<file path="src/rtl/game_pkg.sv">
// Shared encodings and widths for the game-flow controller.
// Optional pause support is enabled in game_sequencer with `define PAUSE_EN.
package game_pkg;

   localparam int STATE_W = 3;
   localparam int LIVES_W = 2;
   localparam int LEVEL_W = 4;

   typedef enum logic [STATE_W-1:0] {
      ST_ATTRACT    = 3'd0,
      ST_NEW_GAME   = 3'd1,
      ST_PLAYING    = 3'd2,
      ST_DEATH      = 3'd3,
      ST_WAVE_CLEAR = 3'd4,
      ST_GAME_OVER  = 3'd5,
      ST_PAUSED     = 3'd6
   } game_state_t;

   // Wave level advances by one and sticks at the ceiling.
   function automatic logic [LEVEL_W-1:0] level_inc(input logic [LEVEL_W-1:0] lvl,
                                                    input int max_level);
      if (int'(lvl) >= max_level) return LEVEL_W'(max_level);
      return lvl + LEVEL_W'(1);
   endfunction

endpackage

</file>
<file path="src/rtl/game_sequencer_tick_divider.sv">
// Free-running frame-rate divider: tick is high on the cycle the counter wraps.
module tick_divider #(
   parameter int TICK_DIV = 360000
) (
   input  logic clk_36MHz,
   input  logic reset,
   output logic tick
);

   localparam int CNT_W = (TICK_DIV > 1) ? $clog2(TICK_DIV) : 1;

   logic [CNT_W-1:0] cnt;

   always_ff @(posedge clk_36MHz or posedge reset) begin
      if (reset)
         cnt <= '0;
      else if (cnt == CNT_W'(TICK_DIV - 1))
         cnt <= '0;
      else
         cnt <= cnt + CNT_W'(1);
   end

   assign tick = (cnt == CNT_W'(TICK_DIV - 1));

endmodule

</file>
<file path="src/rtl/game_sequencer.sv">
// Game-flow FSM: sequences attract/play/death/wave states, lives and level.
// Define PAUSE_EN to add the PAUSED state toggled by start during play.
module game_sequencer
   import game_pkg::*;
#(
   parameter int TICK_DIV   = 360000,
   parameter int HOLD_TICKS = 100,
   parameter int LIVES      = 3,
   parameter int MAX_LEVEL  = 15
) (
   input  logic               clk_36MHz,
   input  logic               reset,
   input  logic               start_debounced,
   input  logic               ship_destroyed,
   input  logic               wave_cleared,
   input  logic               invaders_landed,
   output logic               enable,
   output logic               clear,
   output logic               clear_score,
   output logic [STATE_W-1:0] game_state,
   output logic [LIVES_W-1:0] lives,
   output logic [LEVEL_W-1:0] level,
   output logic               game_over
);

   localparam int HOLD_W = $clog2(HOLD_TICKS + 1);

   game_state_t        state, state_nxt;
   logic               tick;
   logic [HOLD_W-1:0]  hold_cnt, hold_nxt;
   logic               hold_done;
   logic [LIVES_W-1:0] lives_nxt;
   logic [LEVEL_W-1:0] level_nxt;
   logic               enable_nxt, clear_nxt, clear_score_nxt, game_over_nxt;

   tick_divider #(.TICK_DIV(TICK_DIV)) u_tick (
      .clk_36MHz (clk_36MHz),
      .reset     (reset),
      .tick      (tick)
   );

   assign hold_done  = (hold_cnt == HOLD_W'(HOLD_TICKS));
   assign game_state = state;

   always_ff @(posedge clk_36MHz or posedge reset) begin
      if (reset) begin
         state       <= ST_ATTRACT;
         hold_cnt    <= '0;
         lives       <= '0;
         level       <= '0;
         enable      <= 1'b0;
         clear       <= 1'b0;
         clear_score <= 1'b0;
         game_over   <= 1'b0;
      end else begin
         state       <= state_nxt;
         hold_cnt    <= hold_nxt;
         lives       <= lives_nxt;
         level       <= level_nxt;
         enable      <= enable_nxt;
         clear       <= clear_nxt;
         clear_score <= clear_score_nxt;
         game_over   <= game_over_nxt;
      end
   end

   always_comb begin
      state_nxt = state;
      case (state)
         ST_ATTRACT:   if (start_debounced) state_nxt = ST_NEW_GAME;
         ST_NEW_GAME:  state_nxt = ST_PLAYING;
         ST_PLAYING: begin
            // Only the highest-priority event in a cycle is acted on.
            if (invaders_landed)
               state_nxt = ST_GAME_OVER;
            else if (ship_destroyed)
               state_nxt = (lives == LIVES_W'(1)) ? ST_GAME_OVER : ST_DEATH;
            else if (wave_cleared)
               state_nxt = ST_WAVE_CLEAR;
`ifdef PAUSE_EN
            else if (start_debounced)
               state_nxt = ST_PAUSED;
`endif
         end
         ST_DEATH, ST_WAVE_CLEAR: if (hold_done) state_nxt = ST_PLAYING;
         ST_GAME_OVER: if (start_debounced) state_nxt = ST_NEW_GAME;
`ifdef PAUSE_EN
         ST_PAUSED:    if (start_debounced) state_nxt = ST_PLAYING;
`endif
         default:      state_nxt = ST_ATTRACT;
      endcase
   end

   always_comb begin
      hold_nxt        = hold_cnt;
      lives_nxt       = lives;
      level_nxt       = level;
      clear_nxt       = 1'b0;
      clear_score_nxt = 1'b0;
      // enable requires PLAYING on both sides of the edge, so it never meets a clear.
      enable_nxt      = tick && (state == ST_PLAYING) && (state_nxt == ST_PLAYING);
      game_over_nxt   = (state_nxt == ST_GAME_OVER);
      case (state)
         ST_PLAYING: begin
            hold_nxt = '0;
            if (invaders_landed)
               lives_nxt = '0;
            else if (ship_destroyed)
               lives_nxt = lives - LIVES_W'(1);
         end
         ST_DEATH, ST_WAVE_CLEAR: begin
            if (hold_done) begin
               clear_nxt = 1'b1;
               if (state == ST_WAVE_CLEAR) level_nxt = level_inc(level, MAX_LEVEL);
            end else if (tick) begin
               hold_nxt = hold_cnt + HOLD_W'(1);
            end
         end
         default: ;
      endcase
      if (state_nxt == ST_NEW_GAME) begin
         clear_nxt       = 1'b1;
         clear_score_nxt = 1'b1;
         lives_nxt       = LIVES_W'(LIVES);
         level_nxt       = '0;
      end
   end

endmodule

</file>
<file path="config.mk">
export PLATFORM = sky130hd
export DESIGN_NAME = game_sequencer
export DESIGN_NICKNAME = d
export VERILOG_FILES = /design/src/rtl/game_pkg.sv /design/src/rtl/game_sequencer_tick_divider.sv /design/src/rtl/game_sequencer.sv
export SDC_FILE = /design/constraint.sdc
export NUM_CORES = 1
export LEC_CHECK = 0
export BUFFER_PORTS_ARGS = -buffer_cell sky130_fd_sc_hd__buf_4
export CAP_MARGIN = 40
export CORE_UTILIZATION = 50
export DETAILED_ROUTE_END_ITERATION = 16
export MAX_ROUTING_LAYER = met4
export PLACE_DENSITY = 0.66
export SLEW_MARGIN = 30
export SYNTH_ARGS = -nofsm -noshare
export SYNTH_HDL_FRONTEND = slang
export SYNTH_SLANG_ARGS = --single-unit
export TNS_END_PERCENT = 30
</file>
<file path="constraint.sdc">
create_clock -name clk_36MHz -period 2.5 [get_ports clk_36MHz]
set_input_delay 0.25 -clock clk_36MHz [delete_from_list [all_inputs] [get_ports clk_36MHz]]
set_output_delay 0.25 -clock clk_36MHz [all_outputs]
set_load 0.1 [all_outputs]
</file>
==> metrics.csv <==
stage,metric,value,unit
placed_design,gp_congestion,0.846,
detailed_routing,via_per_inst,5.66,
pwr,ir_worst_vdd,418,µV
clock_tree,ctsResizeCount,0,
synth,synth_seq_area_share,47.7,%
placed_design,dp_slack,0.549,ns
layout,multi_input_area,1020,µm²
die,ios,19,
run_status,status,"finished, final reports clean",
timing,whs,0.0727,ns
die,coreArea,3800,µm²
die,row_count,22,
clock_tree,cts_buffer_depth,2,
hold_path,hp-class,in -> async,
global_routing,grt_pass1_vias,1498,
placed_design,post-dp-hpwl,2860,µm
detailed_routing,drc,0,
synth,synth_enable_flop_cells,0,
layout,diodes,0,
layout,nFillCells,348,
timing,fmax,495,MHz
detailed_routing,wire_per_inst,14.7,µm
worst_setup_path,r2r-start,game_state[0],
timing,rsz0062_at_grt,no,
layout,regArea,976,µm²
global_routing,antenna_found_initial,0,
synth,synth_area_leader_cell,dfrtp_1,
placed_design,portBuffers,18,
synth,synth.avg_cell_area,10.4,µm²
pwr,power_density,931,nW/µm²
worst_setup_path,r2r-end,hold_cnt[6],
timing,fin_skew,0.00255,ns
clock_tree,postCtsSetupRepairBufs,0,
clock_tree,root_buffer,clkbuf_8,
detailed_routing,drt_iter0_drc,131,
clock_tree,clk_pin_slew,0.08,ns
die,die_area,4350,µm²
timing,finalCritPeriodShare,80.8,%
placed_design,placed_cell_area,2230,µm²
worst_setup_path,worstRegToRegCells,5,
timing,worstMarginPinSlew,0.594,ns
clock_tree,cts_htree_levels,2,
timing,fin_ws,0.479,ns
timing,relSlewSlack,60.1,%
clock_tree,cts_tree,built,
layout,final_area,2340,µm²
timing,setup_violations,0,
global_routing,grt_pass1_wl,6870,µm
layout,fin_nets,230,
synth,syn_inst,196,
global_routing,grt_use_total,21.6,%
worst_setup_path,startpoint_type,flip-flop,
timing,slew_viol_final,0,
worst_setup_path,cp_data_required_time,2.71,ns
clock_tree,clock-sinks,39,
synth,ys_types,54,
die,initial_core_util,53.8,%
synth,synth-seq-cells,39,
synth,ys_top_cells_by_count,"dfrtp_1, nor2_1, nand3_1",
clock_tree,cts_hold_buf,0,
synth,yosys-top-cells-area,"dfrtp_1, xor2_1, nand3_1, nor2_1, ha_1",
job,cap_violations,0,
worst_setup_path,worstPathArrival,2.23,ns
detailed_routing,routed_wl,3950,µm
worst_setup_path,endpoint_kind,flip-flop,
timing,hold_violations,0,
die,die_w,65.9,µm
layout,synthToLayoutAreaGrowth,14.3,%
synth,synth_ff_type,dfrtp_1,
detailed_routing,ant_nets,0,
synth,ys_warn_count,0,
timing,final.setup.tns,0,ns
clock_tree,cts_buffers,5,
die,die_h,65.9,µm
worst_setup_path,critPathKind,reg -> reg,
global_routing,grt_overflow,0,
synth,async_reset_ff_share,100,%
global_routing,grt_max_degree,40,
timing,period_minus_slack,2.02,ns
synth,yosysMostFrequentCell,dfrtp_1,
layout,drive_above_1_share,21.8,%
worst_setup_path,crit_fanout,12,
pwr,power_leakage,0.00105,µW
clock_tree,insertion_delay,0.29,ns
detailed_routing,drtPass1Iterations,4,
synth,syn_nets,207,
worst_setup_path,rrSetupSlack,0.48,ns
synth,netlist.area_leader.share,47.7,%
detailed_routing,vias,1518,
synth,syn_area,2040,µm²
-- flip-flops by register name, summed over array words and instances, names as in the netlist --
name and count:
game_state 3, hold_cnt 7, level 4, game_over 1, lives 2, enable 1
u_tick.cnt 19, clear_score 1, clear 1
-- power by group --
part           leakage (µW)  internal [µW]  switching [µW]
Clock             0.0000505            251             218
Sequential         0.000516            687            85.4
Combinational      0.000482            241             692
Total               0.00105           1180             995
-- cells by family after synthesis --
| logic type | synth area share, % |
|---|---|
| muxes | 2.02 |
| buffers and inverters | 2.57 |
| xor gates and xnor gates | 7.28 |
| and+or+nand+nor | 26.3 |
| adders and majority gates | 3.06 |
| DFF | 47.7 |
| AOI/OAI and AO/OA | 11.1 |
-- worst max-delay path: stages, from the launching register on --
cell	delay [ns]
dfrtp_1	0.61
nor3b_2	0.13
a21oi_1	0.44
a21oi_2	0.10
or4_1	0.48
a21oi_1	0.17
-- how the worst max path moves through the flow --
| stage | start | endpoint | depth (start not counted) |
|---|---|---|---|
| floorplan | game_state[1] | hold_cnt[6] | 5 |
| global placement | u_tick.cnt[0] | hold_cnt[5] | 6 |
| detailed placement | game_state[0] | hold_cnt[5] | 5 |
| CTS | game_state[0] | hold_cnt[6] | 5 |
| global route | game_state[0] | hold_cnt[6] | 5 |
| finish | game_state[0] | hold_cnt[6] | 5 |
-- per-layer routing --
layer / GRT usage, % / part of all wire, % / up-vias
li1: - / - / 747
met1: 27.9 / 46 / 740
met2: 34.1 / 49 / 25
met3: 4.48 / 3.3 / 6
met4: 7.45 / 1.1 / 0
met5: - / 0 / -
-- through the flow --
stage               total power [µW]  cells  util (%)
finish                          2170    268      61.5
global placement                1690    260      58.8
floorplan                       1520    196         -
global route                    2280    268      61.5
CTS                             2190    268      61.5
detailed placement              1720    260      58.8
-- area by class of cell --
type	count	share of cell area [%]
Clock buffer	7	4.12
Clock inverter	1	0.321
Tap cell	48	2.57
Timing Repair Buffer	20	6.43
Sequential cell	39	41.8
Multi-Input combinational cell	145	43.5
Inverter	8	1.29
-- cell usage in the layout (no fill, tap or decap), types with 2 or more instances in the layout --
cell,n
clkbuf_8,7
a31oi_1,3
nor4_2,2
nor3_1,2
nor2b_1,2
a21oi_1,6
nor3b_1,2
nand2b_1,6
and4_1,2
ha_1,5
buf_4,20
dfrtp_1,39
inv_1,8
nand4_1,2
a221o_1,2
nand2_1,10
xnor2_1,7
mux2i_1,3
or4_1,2
and3_1,3
xor2_1,10
a211oi_1,2
o31ai_1,2
nor2_1,20
o21ai_0,4
o21ai_1,2
and3_2,2
nand3_1,17
nand3_2,2
(Power assumes the default switching activity.)
